$ cat config.mk
export PLATFORM = sky130hd
export DESIGN_NAME = mini_alu_sequencer
export DESIGN_NICKNAME = d
export VERILOG_FILES = /design/src/rtl/mini_seq_pkg.sv /design/src/rtl/mini_seq_ret_stack.sv /design/src/rtl/mini_alu_sequencer.sv
export SDC_FILE = /design/constraint.sdc
export NUM_CORES = 1
export LEC_CHECK = 0
export BUFFER_PORTS_ARGS = -buffer_cell sky130_fd_sc_hd__clkbuf_2
export CAP_MARGIN = 20
export CORE_MARGIN = 2
export CORE_UTILIZATION = 43
export DETAILED_ROUTE_END_ITERATION = 8
export PLACE_DENSITY_LB_ADDON = 0.25
export REMOVE_ABC_BUFFERS = 1
export SYNTH_ARGS = -nofsm -noshare
export SYNTH_HDL_FRONTEND = slang
export SYNTH_HIERARCHICAL = 1
export SYNTH_SLANG_ARGS = --single-unit
$ cat constraint.sdc
create_clock -name Clock -period 1.7 [get_ports Clock]
set_input_delay 0 -clock Clock [delete_from_list [all_inputs] [get_ports Clock]]
set_output_delay 0 -clock Clock [all_outputs]
set_load 0.1 [all_outputs]
$ cat src/rtl/mini_seq_pkg.sv
// Shared opcode constants and FSM state encoding for the mini ALU sequencer.
package mini_seq_pkg;

    typedef enum logic [1:0] {
        ST_FETCH    = 2'd0,
        ST_EXEC     = 2'd1,
        ST_LCD_WAIT = 2'd2,
        ST_HALT     = 2'd3
    } state_t;

    localparam logic [3:0] OP_NOP  = 4'd0;
    localparam logic [3:0] OP_ALU  = 4'd1;
    localparam logic [3:0] OP_BRC  = 4'd2;
    localparam logic [3:0] OP_JMP  = 4'd3;
    localparam logic [3:0] OP_LCD  = 4'd4;
    localparam logic [3:0] OP_CALL = 4'd5;
    localparam logic [3:0] OP_RET  = 4'd6;
    localparam logic [3:0] OP_HALT = 4'd7;

endpackage

$ cat src/rtl/mini_seq_ret_stack.sv
// Return-address stack for CALL/RET; push and pop are ignored when full/empty.
module mini_seq_ret_stack #(
    parameter int DEPTH = 4,
    parameter int W     = 10
) (
    input  logic         Clock,
    input  logic         Reset,
    input  logic         push,
    input  logic         pop,
    input  logic [W-1:0] push_data,
    output logic         full,
    output logic         empty,
    output logic [W-1:0] data
);
    localparam int CNT_W = $clog2(DEPTH + 1);
    localparam int IDX_W = (DEPTH > 1) ? $clog2(DEPTH) : 1;

    logic [W-1:0]     mem [DEPTH];
    logic [CNT_W-1:0] count;
    logic [IDX_W-1:0] wr_idx;
    logic [IDX_W-1:0] top_idx;

    assign full    = (count == CNT_W'(DEPTH));
    assign empty   = (count == '0);
    assign wr_idx  = IDX_W'(count);
    assign top_idx = IDX_W'(count - CNT_W'(1));
    assign data    = empty ? '0 : mem[top_idx];

    always_ff @(posedge Clock) begin
        if (Reset) begin
            count <= '0;
        end else if (push && !full) begin
            count <= count + CNT_W'(1);
        end else if (pop && !empty) begin
            count <= count - CNT_W'(1);
        end
    end

    // Storage needs no reset: only entries below count are ever read.
    always_ff @(posedge Clock) begin
        if (!Reset && push && !full) begin
            mem[wr_idx] <= push_data;
        end
    end

endmodule

$ cat src/rtl/mini_alu_sequencer.sv
// Instruction sequencer: FETCH/EXEC over a 1-cycle-latency ROM, LCD handshake, HALT.
// Define MINI_SEQ_CALL_STACK_EN to add CALL/RET via a return-address stack.
//
// state       | meaning
// ST_FETCH    | IP presented to ROM, data arrives next cycle
// ST_EXEC     | decode opcode, update IP
// ST_LCD_WAIT | oLcdValid held until iLcdReady
// ST_HALT     | stopped, only Reset leaves
module mini_alu_sequencer
    import mini_seq_pkg::*;
#(
    parameter int ADDR_W      = 10,
    parameter int STACK_DEPTH = 4
) (
    input  logic              Clock,
    input  logic              Reset,
    output logic [ADDR_W-1:0] oInstrAddr,
    input  logic [3:0]        iOpcode,
    input  logic [ADDR_W-1:0] iTarget,
    input  logic              iCond,
    output logic              oRegWrite,
    output logic              oLcdValid,
    input  logic              iLcdReady,
    output logic              oHalted,
    output logic              oFault
);
    state_t            state, state_nxt;
    logic [ADDR_W-1:0] ip, ip_nxt, ip_inc;
    logic              regwrite_nxt;

`ifdef MINI_SEQ_CALL_STACK_EN
    logic              stk_push, stk_pop, stk_full, stk_empty;
    logic [ADDR_W-1:0] stk_data;
    logic              fault_q, fault_set;

    mini_seq_ret_stack #(.DEPTH(STACK_DEPTH), .W(ADDR_W)) u_ret_stack (
        .Clock     (Clock),
        .Reset     (Reset),
        .push      (stk_push),
        .pop       (stk_pop),
        .push_data (ip_inc),
        .full      (stk_full),
        .empty     (stk_empty),
        .data      (stk_data)
    );

    always_ff @(posedge Clock) begin
        if (Reset)          fault_q <= 1'b0;
        else if (fault_set) fault_q <= 1'b1;
    end

    assign oFault = fault_q;
`else
    logic unused_stack_depth;
    assign unused_stack_depth = (STACK_DEPTH == 0);
    assign oFault             = 1'b0;
`endif

    assign ip_inc     = ip + ADDR_W'(1);
    assign oInstrAddr = ip;
    assign oLcdValid  = (state == ST_LCD_WAIT);
    assign oHalted    = (state == ST_HALT);

    always_ff @(posedge Clock) begin
        if (Reset) begin
            state     <= ST_FETCH;
            ip        <= '0;
            oRegWrite <= 1'b0;
        end else begin
            state     <= state_nxt;
            ip        <= ip_nxt;
            oRegWrite <= regwrite_nxt;
        end
    end

    always_comb begin
        state_nxt    = state;
        ip_nxt       = ip;
        regwrite_nxt = 1'b0;
`ifdef MINI_SEQ_CALL_STACK_EN
        stk_push     = 1'b0;
        stk_pop      = 1'b0;
        fault_set    = 1'b0;
`endif
        case (state)
            ST_FETCH: state_nxt = ST_EXEC;
            ST_EXEC: begin
                state_nxt = ST_FETCH;
                ip_nxt    = ip_inc;
                case (iOpcode)
                    OP_ALU: regwrite_nxt = 1'b1;
                    OP_BRC: if (iCond) ip_nxt = iTarget;
                    OP_JMP: ip_nxt = iTarget;
                    OP_LCD: begin
                        state_nxt = ST_LCD_WAIT;
                        ip_nxt    = ip;
                    end
                    OP_HALT: begin
                        state_nxt = ST_HALT;
                        ip_nxt    = ip;
                    end
`ifdef MINI_SEQ_CALL_STACK_EN
                    OP_CALL: begin
                        if (stk_full) begin
                            fault_set = 1'b1;
                            state_nxt = ST_HALT;
                            ip_nxt    = ip;
                        end else begin
                            stk_push = 1'b1;
                            ip_nxt   = iTarget;
                        end
                    end
                    OP_RET: begin
                        if (stk_empty) begin
                            fault_set = 1'b1;
                            state_nxt = ST_HALT;
                            ip_nxt    = ip;
                        end else begin
                            stk_pop = 1'b1;
                            ip_nxt  = stk_data;
                        end
                    end
`endif
                    default: ;
                endcase
            end
            ST_LCD_WAIT: begin
                if (iLcdReady) begin
                    state_nxt = ST_FETCH;
                    ip_nxt    = ip_inc;
                end
            end
            ST_HALT: ;
            default: state_nxt = ST_FETCH;
        endcase
    end

endmodule

==> impl_metrics.json <==
{
  "power_density_nw_per_um2": 627,
  "firstDrtPassIters": 4,
  "hold_viol_final": 0,
  "async_flop_share": 0,
  "vias": 991,
  "cts_tree": "built",
  "grt_pass1_vias": 937,
  "min_period_ps": 1560,
  "drtAntennaViolNets": 0,
  "slew_headroom": 0.639,
  "syn_area_sq_um": 896,
  "pin_count": 32,
  "drcViolationCount": 0,
  "worst_pin_slew_ps": 544,
  "synth_seq_cells": 13,
  "cp_max_fo": 9,
  "required_ps": 1890,
  "start_util": 0.457,
  "drive_above_1_share": 0.336,
  "yosysUniqueCellTypes": 36,
  "wl_per_cell_um": 12.9,
  "grt_pass1_wl_um": 3860,
  "multiInputGateArea_sq_um": 583,
  "cellLeakagePower_nw": 0.505,
  "cts_root_buffer": "clkbuf_4",
  "place_hpwl_um": 1690,
  "die_w_um": 49.6,
  "grt_overflow_total": 0,
  "routed_wl_um": 2310,
  "yosysSeqAreaShare": 0.291,
  "rows": 16,
  "regArea_sq_um": 263,
  "max_stage_delay_ps": 340,
  "ys_warn_count": 6,
  "finalClockSkew_ps": 4.50,
  "stdcell_area_sq_um": 1190,
  "drt_iter0_drc": 30,
  "avgSynthCellArea_sq_um": 7.93,
  "finalSetupViolCount": 0,
  "grt_max_degree": 16,
  "cp_slowest_cell": "dfxtp_2",
  "cp_cell_sequence": "inv_1 > ha_4 > mux2i_2 > a31o_1 > buf_4 > a21oi_1 > o32ai_1",
  "slew_viol_final": 0,
  "yosysTopAreaCellShare": 0.291,
  "start_kind": "register",
  "clk_latency_ps": 280,
  "area_delta_synth_final_pct": 32.4,
  "arrival_ps": 1750,
  "irDropWorstVdd_uv": 362,
  "status": "finished, final reports clean",
  "synth_ff_type": "dfxtp_1",
  "maxCapViolations": 0,
  "finalCoreUtilization": 0.605,
  "nets": 175,
  "core_sq_um": 1960,
  "period_share": 0.918,
  "yosys-top-cells-area": "dfxtp_1 29%, a21oi_1 6.7%, nand3_1 6.1%",
  "via_per_inst": 5.54,
  "clock_path_buffers": 2,
  "hold_class": "input pin to register",
  "cp-end-kind": "register",
  "synth_cells": 113,
  "yosys.area.top_type": "dfxtp_1",
  "r2r_setup_slack_ps": 140,
  "synth_edf_count": 0,
  "clock_sinks": 13,
  "synth_most_common_cell": "dfxtp_1",
  "dpl_cell_area_sq_um": 1080,
  "clk_pin_slew_ps": 90,
  "port_buffers": 30,
  "diodes": 0,
  "cts_made_buffers": 3,
  "die-area_sq_um": 2460,
  "yosys-top-cells-count": "13 x dfxtp_1, 12 x a21oi_1, 11 x nand3_1, 8 x inv_1, 8 x nand2_1",
  "grt_setup_unrepaired": "false",
  "track_usage": 0.199,
  "antenna_found_initial": 0,
  "die_y_um": 49.6,
  "path_class": "register to register",
  "max_freq_mhz": 641,
  "cts_max_level": 1,
  "fillers": 198,
  "place.gp.congestion": 0.813
}
[registers in the layout, indices dropped and copies added (netlist names)]
| signal | cells |
|---|---|
| state | 2 |
| oRegWrite | 1 |
| oInstrAddr | 10 |
[cells in the final DEF (no fill, tap or decap), types with 3 or more instances in the layout]
cell | netlist | final
clkbuf_2 | 0 | 30
a21oi_1 | 12 | 12
nand3_1 | 11 | 11
dfxtp_1 | 13 | 11
inv_1 | 8 | 8
buf_4 | 1 | 8
nand2_1 | 8 | 7
o21ai_1 | 6 | 6
o31a_1 | 5 | 5
o32ai_1 | 5 | 5
nor2_1 | 4 | 4
and3_1 | 4 | 4
dlygate4sd3_1 | 0 | 4
a211oi_1 | 3 | 3
clkbuf_4 | 0 | 3
[worst max-delay path: cells and delay by family, from the launching register on]
kind / cells / cell delay (ps)
adder cells (fa/ha/maj): 1 / 190
buffers and inverters: 2 / 280
AO/OA/AOI/OAI: 3 / 420
flip-flops: 1 / 340
multiplexers: 1 / 240
[final timing paths]
kind                  from             to  depth (start not counted)
setup / recovery  state[0]  oInstrAddr[9]                          7
hold / removal       Reset       state[1]                          2
setup reg to reg  state[0]  oInstrAddr[9]                          7
hold reg to reg   state[1]       state[1]                          2
[where the power goes]
part           total (W)  switching, W  internal (W)  leakage [nW]
clock network   0.000203      0.000112     0.0000910        0.0150
logic           0.000214      0.000143     0.0000709         0.383
registers       0.000327     0.0000120      0.000315         0.106
[per-layer routing]
metal  wire, um  global-route usage
met5          0                   0
met4         46              0.0787
met3        115              0.0273
met2       1110               0.367
met1       1030               0.228
[cells by family (layout without fill, tap and decap cells)]
logic type                 after synthesis  count (layout)  share of synthesized area
AOI/OAI and AO/OA                       38              38                      0.286
xor gates and xnor gates                 1               1                    0.00978
adders and majority gates                4               4                     0.0559
buffers and inverters                   15              54                     0.0950
DFF                                     13              13                      0.291
muxes                                    1               1                     0.0112
other                                    1               1                    0.00419
and+or+nand+nor                         40              40                      0.247
[timing repair]
action,4_1_cts,5_1_grt
pin swaps,2,1
endpoints found under the hold margin,3,0
endpoints found under the setup margin,2,10
hold buffers,4,0
buffers inserted,1,0
resized for setup,2,7
[metrics by stage]
stage	TNS [ps]	cells	total power, W	setup slack (ps)	hold WS [ps]
final	0	179	0.000744	139	87.4
after detailed placement	0	170	0.000532	2.89	214
after global placement	0	170	0.000530	63.2	213
after CTS	0	179	0.000744	17.2	88.7
after floorplan	-8120	106	0.000466	-854	69.1
after global routing	0	179	0.000778	12.8	117
[area by class of cell]
class                      count  share of cell area
sequential                    13               0.222
inverter                       8              0.0253
clock buffer                   4              0.0222
timing repair buffer          42               0.211
tap                           27              0.0285
multi-input combinational     85               0.492
Power figures use the tool's default switching activity.
